--- config.mk ---
export PLATFORM = sky130hd
export DESIGN_NAME = ahb_lite_master_port
export DESIGN_NICKNAME = d
export VERILOG_FILES = /design/src/rtl/ahb_lite_master_port.sv
export SDC_FILE = /design/constraint.sdc
export NUM_CORES = 1
export LEC_CHECK = 0
export CORE_MARGIN = 5
export CORE_UTILIZATION = 35
export CTS_CLUSTER_SIZE = 40
export DETAILED_ROUTE_END_ITERATION = 10
export PLACE_DENSITY_LB_ADDON = 0.12
export SLEW_MARGIN = 30
export SYNTH_ARGS = -nofsm -noshare
export SYNTH_HDL_FRONTEND = slang
export SYNTH_SLANG_ARGS = --single-unit
--- constraint.sdc ---
create_clock -name HCLK -period 2.4 [get_ports HCLK]
set_input_delay 0.36 -clock HCLK [delete_from_list [all_inputs] [get_ports HCLK]]
set_output_delay 0.36 -clock HCLK [all_outputs]
set_load 0.01 [all_outputs]
--- src/rtl/ahb_lite_master_port.sv ---
// rtl/ahb_lite_master_port.sv - single-outstanding AHB-Lite initiator driven by a cmd/rsp handshake
module ahb_lite_master_port #(
  parameter logic [3:0] HPROT_VAL = 4'b0011
) (
  input  logic        HCLK,
  input  logic        HRESETn,
  input  logic        cmd_valid,
  output logic        cmd_ready,
  input  logic        cmd_write,
  input  logic [31:0] cmd_addr,
  input  logic [1:0]  cmd_size,
  input  logic [31:0] cmd_wdata,
  output logic        rsp_valid,
  input  logic        rsp_ready,
  output logic [31:0] rsp_rdata,
  output logic [1:0]  rsp_err,
  output logic [31:0] HADDR,
  output logic [1:0]  HTRANS,
  output logic [2:0]  HSIZE,
  output logic [2:0]  HBURST,
  output logic [3:0]  HPROT,
  output logic        HMASTLOCK,
  output logic        HWRITE,
  output logic [31:0] HWDATA,
  input  logic        HREADY,
  input  logic [31:0] HRDATA,
  input  logic        HRESP
);

  typedef enum logic [2:0] {
    S_IDLE,
    S_ADDR,
    S_DATA,
    S_ERR2,
    S_RESP
  } state_t;

  localparam logic [1:0] TRANS_IDLE   = 2'b00;
  localparam logic [1:0] TRANS_NONSEQ = 2'b10;

  state_t      state, state_d;
  logic [1:0]  htrans_d;
  logic [31:0] haddr_d;
  logic [2:0]  hsize_d;
  logic        hwrite_d;
  logic [31:0] hwdata_d;
  logic [31:0] wdata_q, wdata_d;
  logic        rsp_valid_d;
  logic [31:0] rsp_rdata_d;
  logic [1:0]  rsp_err_d;

  logic        size_bad;
  logic        misaligned;
  logic [31:0] wdata_lanes;
  logic [31:0] rdata_shifted;
  logic [31:0] rdata_lane;

  assign HBURST    = 3'b000;
  assign HPROT     = HPROT_VAL;
  assign HMASTLOCK = 1'b0;
  assign cmd_ready = HRESETn && (state == S_IDLE);

  assign size_bad   = (cmd_size == 2'd3);
  assign misaligned = ((cmd_size == 2'd1) && cmd_addr[0]) ||
                      ((cmd_size == 2'd2) && (cmd_addr[1:0] != 2'b00));

  // Write data is replicated across every lane so any slave lane decode sees it.
  always_comb begin
    wdata_lanes = cmd_wdata;
    case (cmd_size)
      2'd0:    wdata_lanes = {4{cmd_wdata[7:0]}};
      2'd1:    wdata_lanes = {2{cmd_wdata[15:0]}};
      default: wdata_lanes = cmd_wdata;
    endcase
  end

  assign rdata_shifted = HRDATA >> {HADDR[1:0], 3'b000};

  always_comb begin
    rdata_lane = rdata_shifted;
    case (HSIZE[1:0])
      2'd0:    rdata_lane = {24'h0, rdata_shifted[7:0]};
      2'd1:    rdata_lane = {16'h0, rdata_shifted[15:0]};
      default: rdata_lane = rdata_shifted;
    endcase
  end

  always_comb begin
    state_d     = state;
    htrans_d    = HTRANS;
    haddr_d     = HADDR;
    hsize_d     = HSIZE;
    hwrite_d    = HWRITE;
    hwdata_d    = HWDATA;
    wdata_d     = wdata_q;
    rsp_valid_d = rsp_valid;
    rsp_rdata_d = rsp_rdata;
    rsp_err_d   = rsp_err;
    case (state)
      S_IDLE: begin
        if (cmd_valid) begin
          if (size_bad || misaligned) begin
            rsp_valid_d = 1'b1;
            rsp_rdata_d = 32'h0;
            rsp_err_d   = size_bad ? 2'd3 : 2'd2;
            state_d     = S_RESP;
          end else begin
            htrans_d = TRANS_NONSEQ;
            haddr_d  = cmd_addr;
            hsize_d  = {1'b0, cmd_size};
            hwrite_d = cmd_write;
            wdata_d  = wdata_lanes;
            state_d  = S_ADDR;
          end
        end
      end
      S_ADDR: begin
        if (HREADY) begin
          htrans_d = TRANS_IDLE;
          hwdata_d = HWRITE ? wdata_q : 32'h0;
          state_d  = S_DATA;
        end
      end
      S_DATA: begin
        if (HRESP) begin
          // A single-cycle ERROR is a slave protocol violation; still report it.
          if (HREADY) begin
            rsp_valid_d = 1'b1;
            rsp_rdata_d = 32'h0;
            rsp_err_d   = 2'd1;
            state_d     = S_RESP;
          end else begin
            state_d = S_ERR2;
          end
        end else if (HREADY) begin
          rsp_valid_d = 1'b1;
          rsp_rdata_d = HWRITE ? 32'h0 : rdata_lane;
          rsp_err_d   = 2'd0;
          state_d     = S_RESP;
        end
      end
      S_ERR2: begin
        if (HREADY) begin
          rsp_valid_d = 1'b1;
          rsp_rdata_d = 32'h0;
          rsp_err_d   = 2'd1;
          state_d     = S_RESP;
        end
      end
      S_RESP: begin
        if (rsp_ready) begin
          rsp_valid_d = 1'b0;
          state_d     = S_IDLE;
        end
      end
      default: state_d = S_IDLE;
    endcase
  end

  always_ff @(posedge HCLK or negedge HRESETn) begin
    if (!HRESETn) begin
      state     <= S_IDLE;
      HTRANS    <= TRANS_IDLE;
      HADDR     <= 32'h0;
      HSIZE     <= 3'b000;
      HWRITE    <= 1'b0;
      HWDATA    <= 32'h0;
      wdata_q   <= 32'h0;
      rsp_valid <= 1'b0;
      rsp_rdata <= 32'h0;
      rsp_err   <= 2'd0;
    end else begin
      state     <= state_d;
      HTRANS    <= htrans_d;
      HADDR     <= haddr_d;
      HSIZE     <= hsize_d;
      HWRITE    <= hwrite_d;
      HWDATA    <= hwdata_d;
      wdata_q   <= wdata_d;
      rsp_valid <= rsp_valid_d;
      rsp_rdata <= rsp_rdata_d;
      rsp_err   <= rsp_err_d;
    end
  end

endmodule

==> flow_metrics.py <==
metrics = {
    "status": {
        "run_status": "complete, no violations",
    },
    "clock_network": {
        "postCtsSetupRepairBufs": 0,
        "cts_buffers": 17,
        "cts-root-buf": "clkbuf_16",
        "cts_tree": "built",
        "insertion_delay_ps": 410,
        "cts.sinks": 138,
        "postCtsHoldBufs": 0,
        "postCtsResizedCells": 0,
        "clk_pin_slew_ps": 60,
        "cts_max_level": 4,
        "cts_buffer_depth": 2,
    },
    "critical_path": {
        "crit_arrival_ps": 1890,
        "startpoint_type": "flop",
        "cp_slowest_stage_delay_ps": 530,
        "critPathKind": "flop to output pin",
        "path_max_fanout": 6,
        "crit_slowest_cell": "clkdlybuf4s50_1",
        "cp-end-kind": "output pin",
        "crit_chain": "nor3_4 > and2_1 > clkdlybuf4s50_1",
        "crit_required_ps": 2040,
    },
    "die": {
        "die-area_mm2": 0.0203,
        "die_x_um": 142,
        "die_h_um": 142,
        "io_pins": 219,
        "fp-row-count": 48,
        "initial_core_util": 0.356,
        "design.core.area_mm2": 0.0172,
    },
    "grt": {
        "grt-ovfl-total": 0,
        "grt_pass1_wl_um": 26200,
        "grt_pass1_vias": 4891,
        "grt_start_max_net_pins": 139,
        "grt_use_total": 0.165,
        "antenna_found_initial": 0,
    },
    "timing": {
        "tns_ps": 0,
        "relSlewSlack": 0.503,
        "slew_viol_final": 0,
        "setup_viol": 0,
        "skew_ps": 7.36,
        "tightest_slew_ps": 745,
        "max_clock_freq_mhz": 444,
        "rsz0062_at_grt": "no",
        "period_needed_ps": 2250,
        "finalCritPeriodShare": 0.938,
        "report.final.hold_viol_count": 0,
    },
    "placement": {
        "gp_congestion": 0.810,
        "hpwl_um": 12100,
        "port_buffers": 208,
    },
    "power_and_ir_drop": {
        "power.leakage_nw": 3.85,
        "ir_drop_uv": 558,
        "finalPower_w": 0.0103,
        "powerDensity_mw_per_mm2": 1150,
    },
    "finish": {
        "final_nets": 853,
        "synthToLayoutAreaGrowth_pct": 46.1,
        "drive_above_1_share": 0.0829,
        "n_antenna_cell": 0,
    },
    "yosys": {
        "synth_top_flop_cell": "dfrtp_1",
        "yosysMostFrequentCell": "dfrtp_1",
        "ys_ff_latch": 138,
        "yosys.cell_types.count": 44,
        "syn_inst": 548,
        "ys_top_cells_by_count": "dfrtp_1, nand2_1, o21ai_0",
        "yosysWarnings": 0,
        "ys_top_cells_by_area": "dfrtp_1, mux2_1, mux2i_1",
        "syn_avg_cell_area_um2": 11.2,
        "yosys.area.top_type_share": 0.563,
        "synth_area_mm2": 0.00613,
        "synth_enable_flop_cells": 0,
        "synth_largest_area_cell": "dfrtp_1",
        "synth_async_sr_flop_share": 1.00,
        "synth-seq-area-share": 0.563,
    },
    "min_path": {
        "holdCritPathClass": "input port to async pin",
    },
    "drt": {
        "drc_errors": 0,
        "drtPass1Iterations": 5,
        "wl_per_cell_um": 17.0,
        "drt_iter0_markers": 188,
        "wl_um": 16700,
        "num_vias": 4700,
        "drt-vias-per-instance": 4.77,
        "ant_nets": 0,
    },
    "run": {
        "max-cap-violations": 0,
    },
}
-- worst max-delay path, delay by kind of cell (launching register included) --
family                 cells  cell delay (ps)
buffers and inverters      1              530
and+or+nand+nor            2              450
DFF                        1              490
-- worst paths after layout --
check / start / slack, ps / endpoint / cells after the start
max: state[2] / 150 / cmd_ready / 3
min: HRESETn / 20 / rsp_rdata[20] / 2
max reg2reg: state[0] / 390 / rsp_rdata[26] / 4
min reg2reg: HWDATA[28] / 480 / HWDATA[28] / 2
max in group asynchronous: HRESETn / 1800 / HADDR[26] / 2
min in group HCLK: HWDATA[28] / 480 / HWDATA[28] / 2
-- kinds of logic (layout without fill, tap and decap cells) --
family,Yosys count,in the layout,share of synthesized area
other cells,2,10,0.00123
flops,138,138,0.563
simple gates,138,138,0.0960
buf+inv,51,255,0.0480
mux,92,92,0.161
compound gates,127,127,0.131
-- where the power goes --
part           internal (W)  total (W)  switching (W)
combinational       0.00211    0.00394        0.00183
sequential          0.00324    0.00383       0.000592
clock               0.00154    0.00250       0.000963
total               0.00689     0.0103        0.00339
-- state kept, by name (all words and copies together) (netlist names) --
name,cells
HADDR,32
HWDATA,32
rsp_rdata,32
wdata_q,32
state,3
HSIZE,2
rsp_err,2
HTRANS,1
HWRITE,1
rsp_valid,1
-- area by class of cell --
type / count / area (µm²)
Clock buffer: 19 / 443
Sequential cell: 138 / 3450
Multi-Input combinational cell: 367 / 2420
Tap cell: 225 / 282
Inverter: 4 / 15.0
Fill cell: 1504 / 8280
Timing Repair Buffer: 220 / 2210
Clock inverter: 12 / 126
-- metal layers --
metal  up-vias  part of all wire  track usage
met4         0             0.012       0.0540
met1      2255              0.44        0.217
li1       2294                 -            -
met2       137              0.49        0.270
met5         -                 0            0
met3        14             0.058       0.0400
-- metrics by stage --
stage	setup slack (ps)	area, µm²	hold slack [ps]	cells	util
after floorplan	739	6160	64.4	556	-
after global placement	102	8380	462	954	0.486
after detailed placement	56.1	8380	472	954	0.486
after CTS	89.2	8950	107	985	0.519
after global routing	41.1	8950	119	985	0.519
final	149	8950	24.7	985	0.519
-- layout by cell type (no fill, tap or decap), types with 2 or more instances in the layout --
cell               n
nand2_1          101
o2bb2ai_1         24
a21oi_1           17
bufinv_16          2
mux2_2            10
nor2_2             2
clkdlybuf4s50_1  207
dfrtp_1          138
clkbuf_16         17
o21ai_1            7
clkinvlp_4         5
mux2_1            41
o21ai_0           59
buf_4              9
conb_1            10
a22o_1             8
nor2_1            21
clkinv_2           4
mux2i_1           41
buf_12             3
nor3_1             2
nor2b_1            2
inv_1              3
No activity file was read; power rests on OpenSTA's default activity.
